## src/rtl/stopwatch_ctrl_if.sv

```systemverilog
// Command and display bundle between the button front-end and the stopwatch controller.
// master drives command pulses, slave (the controller) drives the display/status side.
interface stopwatch_ctrl_if;
    logic       start_stop;
    logic       lap;
    logic       clear;
    logic [3:0] sec_ones;
    logic [2:0] sec_tens;
    logic [3:0] min_ones;
    logic       tick;
    logic       rollover;
    logic       running;
    logic       lap_active;

    modport master (
        output start_stop, lap, clear,
        input  sec_ones, sec_tens, min_ones, tick, rollover, running, lap_active
    );

    modport slave (
        input  start_stop, lap, clear,
        output sec_ones, sec_tens, min_ones, tick, rollover, running, lap_active
    );
endinterface

```

## src/rtl/stopwatch_ctrl.sv

```systemverilog
// Start/stop/lap/clear stopwatch: prescaler plus M:SS digit chain (0:00..9:59),
// lap-freeze display mux and a one-cycle rollover pulse on the 9:59 -> 0:00 wrap.
//
//   state  | meaning
//   IDLE   | count zeroed, waiting for start
//   RUN    | counting, display shows live digits
//   LAP    | counting, display frozen on captured lap digits
//   STOP   | count held, display shows live digits
module stopwatch_ctrl #(
    parameter int unsigned TICK_DIV = 50_000_000,
    parameter int unsigned DIV_W    = 26
) (
    input  logic             clk,
    input  logic             reset,
    stopwatch_ctrl_if.slave  sw
);

    localparam logic [1:0] S_IDLE = 2'd0;
    localparam logic [1:0] S_RUN  = 2'd1;
    localparam logic [1:0] S_LAP  = 2'd2;
    localparam logic [1:0] S_STOP = 2'd3;

    localparam logic [DIV_W-1:0] PRESC_LAST = DIV_W'(TICK_DIV - 1);
    localparam logic [DIV_W-1:0] PRESC_ONE  = DIV_W'(1);

    logic [1:0]       state_q, state_d;
    logic [DIV_W-1:0] presc_q, presc_d;
    logic [3:0]       sec_ones_q, sec_ones_d;
    logic [2:0]       sec_tens_q, sec_tens_d;
    logic [3:0]       min_ones_q, min_ones_d;
    logic [3:0]       lap_ones_q, lap_ones_d;
    logic [2:0]       lap_tens_q, lap_tens_d;
    logic [3:0]       lap_min_q, lap_min_d;
    logic             rollover_q, rollover_d;

    logic             counting;
    logic             tick_w;
    logic             wrap;
    logic             zero_all;
    logic             capture;
    logic [3:0]       live_ones;
    logic [2:0]       live_tens;
    logic [3:0]       live_min;

    assign counting = (state_q == S_RUN) || (state_q == S_LAP);
    assign tick_w   = counting && (presc_q == PRESC_LAST);

    // Digit chain advance; wrap flags the full 9:59 -> 0:00 carry-out.
    always_comb begin
        live_ones = sec_ones_q;
        live_tens = sec_tens_q;
        live_min  = min_ones_q;
        wrap      = 1'b0;
        if (tick_w) begin
            if (sec_ones_q == 4'd9) begin
                live_ones = 4'd0;
                if (sec_tens_q == 3'd5) begin
                    live_tens = 3'd0;
                    if (min_ones_q == 4'd9) begin
                        live_min = 4'd0;
                        wrap     = 1'b1;
                    end else begin
                        live_min = min_ones_q + 4'd1;
                    end
                end else begin
                    live_tens = sec_tens_q + 3'd1;
                end
            end else begin
                live_ones = sec_ones_q + 4'd1;
            end
        end
    end

    // Command decode: the highest-priority command that is valid in the current state acts.
    always_comb begin
        state_d  = state_q;
        zero_all = 1'b0;
        capture  = 1'b0;
        case (state_q)
            S_IDLE: begin
                if (sw.clear) begin
                    zero_all = 1'b1;
                end else if (sw.start_stop) begin
                    state_d = S_RUN;
                end
            end
            S_RUN: begin
                if (sw.start_stop) begin
                    state_d = S_STOP;
                end else if (sw.lap) begin
                    state_d = S_LAP;
                    capture = 1'b1;
                end
            end
            S_LAP: begin
                if (sw.start_stop) begin
                    state_d = S_STOP;
                end else if (sw.lap) begin
                    state_d = S_RUN;
                end
            end
            S_STOP: begin
                if (sw.clear) begin
                    state_d  = S_IDLE;
                    zero_all = 1'b1;
                end else if (sw.start_stop) begin
                    state_d = S_RUN;
                end
            end
            default: state_d = S_IDLE;
        endcase
    end

    always_comb begin
        presc_d = presc_q;
        if (counting) begin
            presc_d = tick_w ? '0 : presc_q + PRESC_ONE;
        end

        sec_ones_d = live_ones;
        sec_tens_d = live_tens;
        min_ones_d = live_min;

        // Lap captures the post-edge live value so a same-edge tick is included.
        lap_ones_d = capture ? live_ones : lap_ones_q;
        lap_tens_d = capture ? live_tens : lap_tens_q;
        lap_min_d  = capture ? live_min  : lap_min_q;

        rollover_d = wrap;

        if (zero_all) begin
            presc_d    = '0;
            sec_ones_d = 4'd0;
            sec_tens_d = 3'd0;
            min_ones_d = 4'd0;
            lap_ones_d = 4'd0;
            lap_tens_d = 3'd0;
            lap_min_d  = 4'd0;
        end
    end

    always_ff @(posedge clk) begin
        if (reset) begin
            state_q    <= S_IDLE;
            presc_q    <= '0;
            sec_ones_q <= 4'd0;
            sec_tens_q <= 3'd0;
            min_ones_q <= 4'd0;
            lap_ones_q <= 4'd0;
            lap_tens_q <= 3'd0;
            lap_min_q  <= 4'd0;
            rollover_q <= 1'b0;
        end else begin
            state_q    <= state_d;
            presc_q    <= presc_d;
            sec_ones_q <= sec_ones_d;
            sec_tens_q <= sec_tens_d;
            min_ones_q <= min_ones_d;
            lap_ones_q <= lap_ones_d;
            lap_tens_q <= lap_tens_d;
            lap_min_q  <= lap_min_d;
            rollover_q <= rollover_d;
        end
    end

    assign sw.sec_ones   = (state_q == S_LAP) ? lap_ones_q : sec_ones_q;
    assign sw.sec_tens   = (state_q == S_LAP) ? lap_tens_q : sec_tens_q;
    assign sw.min_ones   = (state_q == S_LAP) ? lap_min_q  : min_ones_q;
    assign sw.tick       = tick_w;
    assign sw.rollover   = rollover_q;
    assign sw.running    = counting;
    assign sw.lap_active = (state_q == S_LAP);

endmodule
```

## src/flat_wrapper.sv

```systemverilog
// flat-port wrapper written by rule: the top's interface ports become plain ports
module stopwatch_ctrl_flat 
#(
    parameter int unsigned TICK_DIV = 50_000_000,
    parameter int unsigned DIV_W    = 26
)
  (clk, reset, sw_start_stop, sw_lap, sw_clear, sw_sec_ones, sw_sec_tens, sw_min_ones, sw_tick, sw_rollover, sw_running, sw_lap_active);
  stopwatch_ctrl_if sw_i ();
  input  logic clk;
  input  logic reset;
  input wire logic [$bits(sw_i.start_stop)-1:0] sw_start_stop;
  input wire logic [$bits(sw_i.lap)-1:0] sw_lap;
  input wire logic [$bits(sw_i.clear)-1:0] sw_clear;
  output wire logic [$bits(sw_i.sec_ones)-1:0] sw_sec_ones;
  output wire logic [$bits(sw_i.sec_tens)-1:0] sw_sec_tens;
  output wire logic [$bits(sw_i.min_ones)-1:0] sw_min_ones;
  output wire logic [$bits(sw_i.tick)-1:0] sw_tick;
  output wire logic [$bits(sw_i.rollover)-1:0] sw_rollover;
  output wire logic [$bits(sw_i.running)-1:0] sw_running;
  output wire logic [$bits(sw_i.lap_active)-1:0] sw_lap_active;
  assign sw_i.start_stop = sw_start_stop;
  assign sw_i.lap = sw_lap;
  assign sw_i.clear = sw_clear;
  assign sw_sec_ones = sw_i.sec_ones;
  assign sw_sec_tens = sw_i.sec_tens;
  assign sw_min_ones = sw_i.min_ones;
  assign sw_tick = sw_i.tick;
  assign sw_rollover = sw_i.rollover;
  assign sw_running = sw_i.running;
  assign sw_lap_active = sw_i.lap_active;
  stopwatch_ctrl #(.TICK_DIV(TICK_DIV), .DIV_W(DIV_W)) u_core (.clk(clk), .reset(reset), .sw(sw_i));
endmodule
```

## config.mk

```make
export PLATFORM = sky130hd
export DESIGN_NAME = stopwatch_ctrl_flat
export DESIGN_NICKNAME = d
export VERILOG_FILES = /design/src/rtl/stopwatch_ctrl_if.sv /design/src/rtl/stopwatch_ctrl.sv /design/src/flat_wrapper.sv
export SDC_FILE = /design/constraint.sdc
export NUM_CORES = 1
export LEC_CHECK = 0
export CAP_MARGIN = 15
export CORE_MARGIN = 5
export CORE_UTILIZATION = 50
export DETAILED_ROUTE_END_ITERATION = 6
export HOLD_SLACK_MARGIN = 0.06
export PLACE_DENSITY_LB_ADDON = 0.15
export SYNTH_ARGS = -nofsm -noshare
export SYNTH_HDL_FRONTEND = slang
export SYNTH_SLANG_ARGS = --single-unit
```

## constraint.sdc

```tcl
create_clock -name clk -period 4.5 [get_ports clk]
set_clock_uncertainty 0.1 [all_clocks]
set_input_delay 0.9 -clock clk [delete_from_list [all_inputs] [get_ports clk]]
set_output_delay 0.9 -clock clk [all_outputs]
set_load 0.02 [all_outputs]
```

Yosys cells after proc, flatten, opt, wreduce, memory -nomap -nowiden:

Cells that the tools add are included.
Widths: inputs -> output; s select.

* logic and storage cells: 60
* bits of input ports: 5
* output and inout bits: 15
* register bits after elaboration: 51

* reduce and logical (&&, ||, !) cells: 7
* bitwise operators: 3
* muxes and demuxes: 27
* equality and inequality tests: 10
* $add $sub $neg: 4

Operators by type and width (number)
* $mux 4: 8
* $add 26x1->26 const B: 1
* $eq 26x26->1 const B: 1
* $mux 26: 1
* $mux 2: 7
* $mux 3: 4
* $add 4x1->4 const B: 2
* $eq 4x4->1 const B: 2
* $pmux 2 s4: 1
* $mux 1: 6
* $ne 3x3->1 const B: 2
* $eq 2x2->1 const B: 2
* $reduce_or 2->1: 2
* $reduce_or 4->1: 1
* $add 3x1->3 const B: 1
* $eq 3x3->1 const B: 1
* $not 1->1: 3
* $reduce_and 3->1: 1
* $eq 2x1->1 const B: 1
* $logic_not 2->1: 1
* $ne 2x2->1 const B: 1
* $logic_and 1x1->1: 1
* $logic_or 1x1->1: 1

Logic depth before layout (Yosys ltp):

* word-level depth: 5
* mapped depth: 9

Worst setup path before layout:

Ideal clock, no wire load.

* path kind: reg-to-output
* start point: register u_core.state_q[0]
* end point: output port sw_tick
* data required time: 3.500 ns
* path slack: 1.587 ns
* cell stages (with the launch flop): 5
* arrival time: 1.913 ns
* path through: dfxtp_1 inv_1 ha_1 nand4_1 nor4_1

* cells in the longest elaborated chain, start to end: 3

RTL lines
* from (decl): RTL line stopwatch_ctrl.sv:26 `logic [1:0] state_q, state_d;`
* from (signal assigned): RTL line stopwatch_ctrl.sv:154 `state_q <= state_d;`
* $eq 2x1->1 / $eq 2x2->1 (equally long branches): RTL line stopwatch_ctrl.sv:45 `assign counting = (state_q == S_RUN) || (state_q == S_LAP);`
* $logic_or 1x1->1 *: RTL line stopwatch_ctrl.sv:45
* named net sw_running: RTL line flat_wrapper.sv:19 `output wire logic [$bits(sw_i.running)-1:0] sw_running;`
* $logic_and 1x1->1 *: RTL line stopwatch_ctrl.sv:46 `assign tick_w = counting && (presc_q == PRESC_LAST);`
* to (decl): RTL line flat_wrapper.sv:17 `output wire logic [$bits(sw_i.tick)-1:0] sw_tick;`

The timed path passes the listed nets; every way through them passes the cells marked *.

Worst setup path after layout:

* start point: register u_core.state_q[0]
* end point: output port sw_tick

* cells in the longest elaborated chain, start to end: 3

RTL lines (RTL line)
* $eq 2x1->1 / $eq 2x2->1 (equally long branches): stopwatch_ctrl.sv:45
* $logic_or 1x1->1 *: stopwatch_ctrl.sv:45
* $logic_and 1x1->1 *: stopwatch_ctrl.sv:46

Mark *: on every way between the ends. The rest lies on a longest branch, timed or not.

==> qor.yml <==
run_status:
  run_status: "completed"
clock_tree:
  cts_sinks: 51
  path_clk_slew_ns: 0.08
  cts_tree: "done"
  cts_resized: 0
  h-tree-depth: 2
  cts_buffers: 5
  cts_hold_buf: 0
  clock_latency_ns: 0.29
  cts_buffer_depth: 2
  cts_setup_buffers: 0
  cts-root-buf: "clkbuf_8"
critical_path:
  critPathRequiredTime_ns: 3.50
  endpoint_kind: "output port"
  cp-start-kind: "flop"
  cp-startpoint: "u_core.state_q[0]"
  cp.arrival_ns: 2.65
  ff2ff_setup_slack_ns: 1.70
  crit_fanout: 8
  crit_type: "flop to output port"
  critPathCapture: "sw_tick"
  ff2ff_path_depth: 7
  timing.rr.end: "u_core.presc_q[12]"
  reg2reg_from: "u_core.state_q[0]"
yosys:
  synthTopCellsByArea: "dfxtp_1 40%, nor2_1 6.8%, xnor2_1 5.8%, mux2_2 3.9%, xor2_1 3.7%"
  async_flop_share: 0
  synth_top_area_frac: 0.3961
  synth_flop_cell: "dfxtp_1"
  ys_types: 46
  yosys_warnings: 0
  synth_top_area_cell: "dfxtp_1"
  synth_edf_count: 0
  seq_area_frac_synth: 0.3961
  avgSynthCellArea_sq_um: 8.592
  netlist_instances: 300
  synth_seq_cells: 51
  syn_nets: 311
  synth_area_sq_um: 2577
global_routing:
  grt_start_max_net_pins: 23
  grt_overflow: 0
  grt_antenna_before_repair: 0
  grt_pass1_vias: 1858
  grt_pass1_wl_mm: 8.618
  grtUsageTotal: 0.1635
placement:
  place.gp.congestion: 0.7823
  hpwl_mm: 3.568
  port_buffers: 19
floorplanning:
  core_area_sq_um: 5042
  die_w_microns: 81.80
  io_pins: 20
  die_h_microns: 81.80
  die-area_sq_um: 6690
  start_util: 0.5112
  rows: 26
layout:
  drive_gt1_frac: 0.08544
  syn_to_final_growth_pct: 12.43
  n_antenna_cell: 0
  layout.nets: 327
  utilization: 0.5747
power:
  peakVddDrop_mv: 0.1734
  p_total_uw: 767.6
  p_leak_uw: 0.0009197
  power_density_nw_per_um2: 264.9
detailed_routing:
  dr.pass1.iters: 4
  num_vias: 2041
  wl_per_cell_microns: 12.97
  totalWireLength_mm: 5.005
  final_antenna_net_count: 0
  drtIter0Drc: 94
  drcViolationCount: 0
  vias_per_cell: 5.288
timing:
  max_freq_mhz: 273.6
  finalHoldViolations: 0
  setup_viol: 0
  report.final.slew_viol_count: 0
  worst_pin_slew_ns: 0.7371
  rsz0062_at_grt: "false"
  slew_headroom: 0.5086
  period_minus_slack_ns: 3.655
  timing.final.crit_share: 0.8122
  finalSetupTns_ns: 0
job:
  maxCapViolations: 0
hold_path:
  holdCritPathClass: "flop to flop"
cell usage after synthesis, types with 2 or more instances:
library cell	n
dfxtp_1	51
nor2_1	47
nand2_1	23
a21oi_1	17
xnor2_1	17
o21ai_0	14
xor2_1	11
inv_1	10
nand3_1	10
mux2_2	9
nand4_1	9
clkbuf_1	8
ha_1	6
nor3_1	6
nor4_1	6
and4_1	5
and3_1	4
a31oi_1	3
mux2i_1	3
nand2b_1	3
nor2b_1	3
nor3b_1	3
or3_1	3
buf_4	2
nand4b_1	2
nor4_2	2
nor4bb_1	2
o31ai_1	2
or4_1	2
sequential cells by signal (all words and copies together), names as in the netlist:
signal / flops
u_core.lap_tens_q: 3
u_core.state_q: 2
u_core.sw.rollover: 1
u_core.lap_ones_q: 4
u_core.sec_tens_q: 3
u_core.sec_ones_q: 4
u_core.presc_q: 26
u_core.min_ones_q: 4
u_core.lap_min_q: 4
cell usage in the layout, fill, tap and decap left out, types with 4 or more instances in the layout:
cell             netlist  final
a21oi_1               17     17
ha_1                   6      6
and4_1                 5      5
nor3_1                 6      6
nor4_1                 6      6
nand4_1                9      9
nand2_1               23     23
and3_1                 4      4
clkbuf_8               0      6
nor2_1                47     47
clkdlybuf4s50_1        0     19
mux2_2                 9      9
nand3_1               10     10
inv_1                 10     10
xnor2_1               17     17
o21ai_0               14     14
dfxtp_1               51     51
xor2_1                11     11
through the flow:
stage / hold WS [ns] / area [sq um] / cells / setup slack (ns)
6_report: 0.4051 / 2898 / 386 / 0.8451
5_1_grt: 0.4340 / 2898 / 386 / 0.6745
4_1_cts: 0.4060 / 2898 / 386 / 0.8114
3_5_place_dp: 0.3880 / 2810 / 379 / 1.152
3_3_place_gp: 0.3849 / 2810 / 379 / 1.209
2_1_floorplan: 0.3430 / 2577 / 300 / 1.587
power breakdown:
part	total (uW)	internal, uW	switching (uW)
combinational	51.4	18.3	33.1
sequential	458	455	3.22
clock	258	121	137
total	768	594	173
critical path, stage by stage, from the launching register on:
cell	delay [ns]
dfxtp_1	0.39
inv_1	0.10
ha_1	0.41
nand4_1	0.16
nor4_1	0.58
clkdlybuf4s50_1	0.72
cell type report:
class,instances,area (sq um)
well taps,70,87.58
multi-input cells,227,1459
fillers,490,2145
clock buffers,6,82.58
inverters,10,37.54
clock inverters,1,5.005
flip-flops and latches,51,1021
repair buffers,21,205.2
how the worst min path moves through the flow:
stage	cells past startpoint	to	slack [ns]	start
final	2	u_core.presc_q[1]	0.41	u_core.presc_q[1]
after global routing	1	u_core.sw.rollover	0.43	u_core.min_ones_q[1]
after CTS	2	u_core.presc_q[1]	0.41	u_core.presc_q[1]
after detailed placement	2	u_core.presc_q[1]	0.39	u_core.presc_q[1]
after global placement	2	u_core.presc_q[1]	0.38	u_core.presc_q[1]
after floorplan	1	u_core.sw.rollover	0.34	u_core.min_ones_q[1]
kinds of logic after synthesis:
logic type	share of synthesized area
adder cells (fa/ha/maj)	0.02913
buffers and inverters	0.03786
multiplexers	0.05097
AND/OR/NAND/NOR	0.2947
XOR/XNOR	0.09514
flip-flops	0.3961
AO/OA/AOI/OAI	0.09612
routing by layer:
metal	wire, microns	vias up	GRT usage
met3	96	0	0.03618
met5	0	-	0
met4	0	0	0.03987
met2	2469	17	0.2754
met1	2439	947	0.2119
li1	-	1077	-
(Power assumes the default switching activity.)
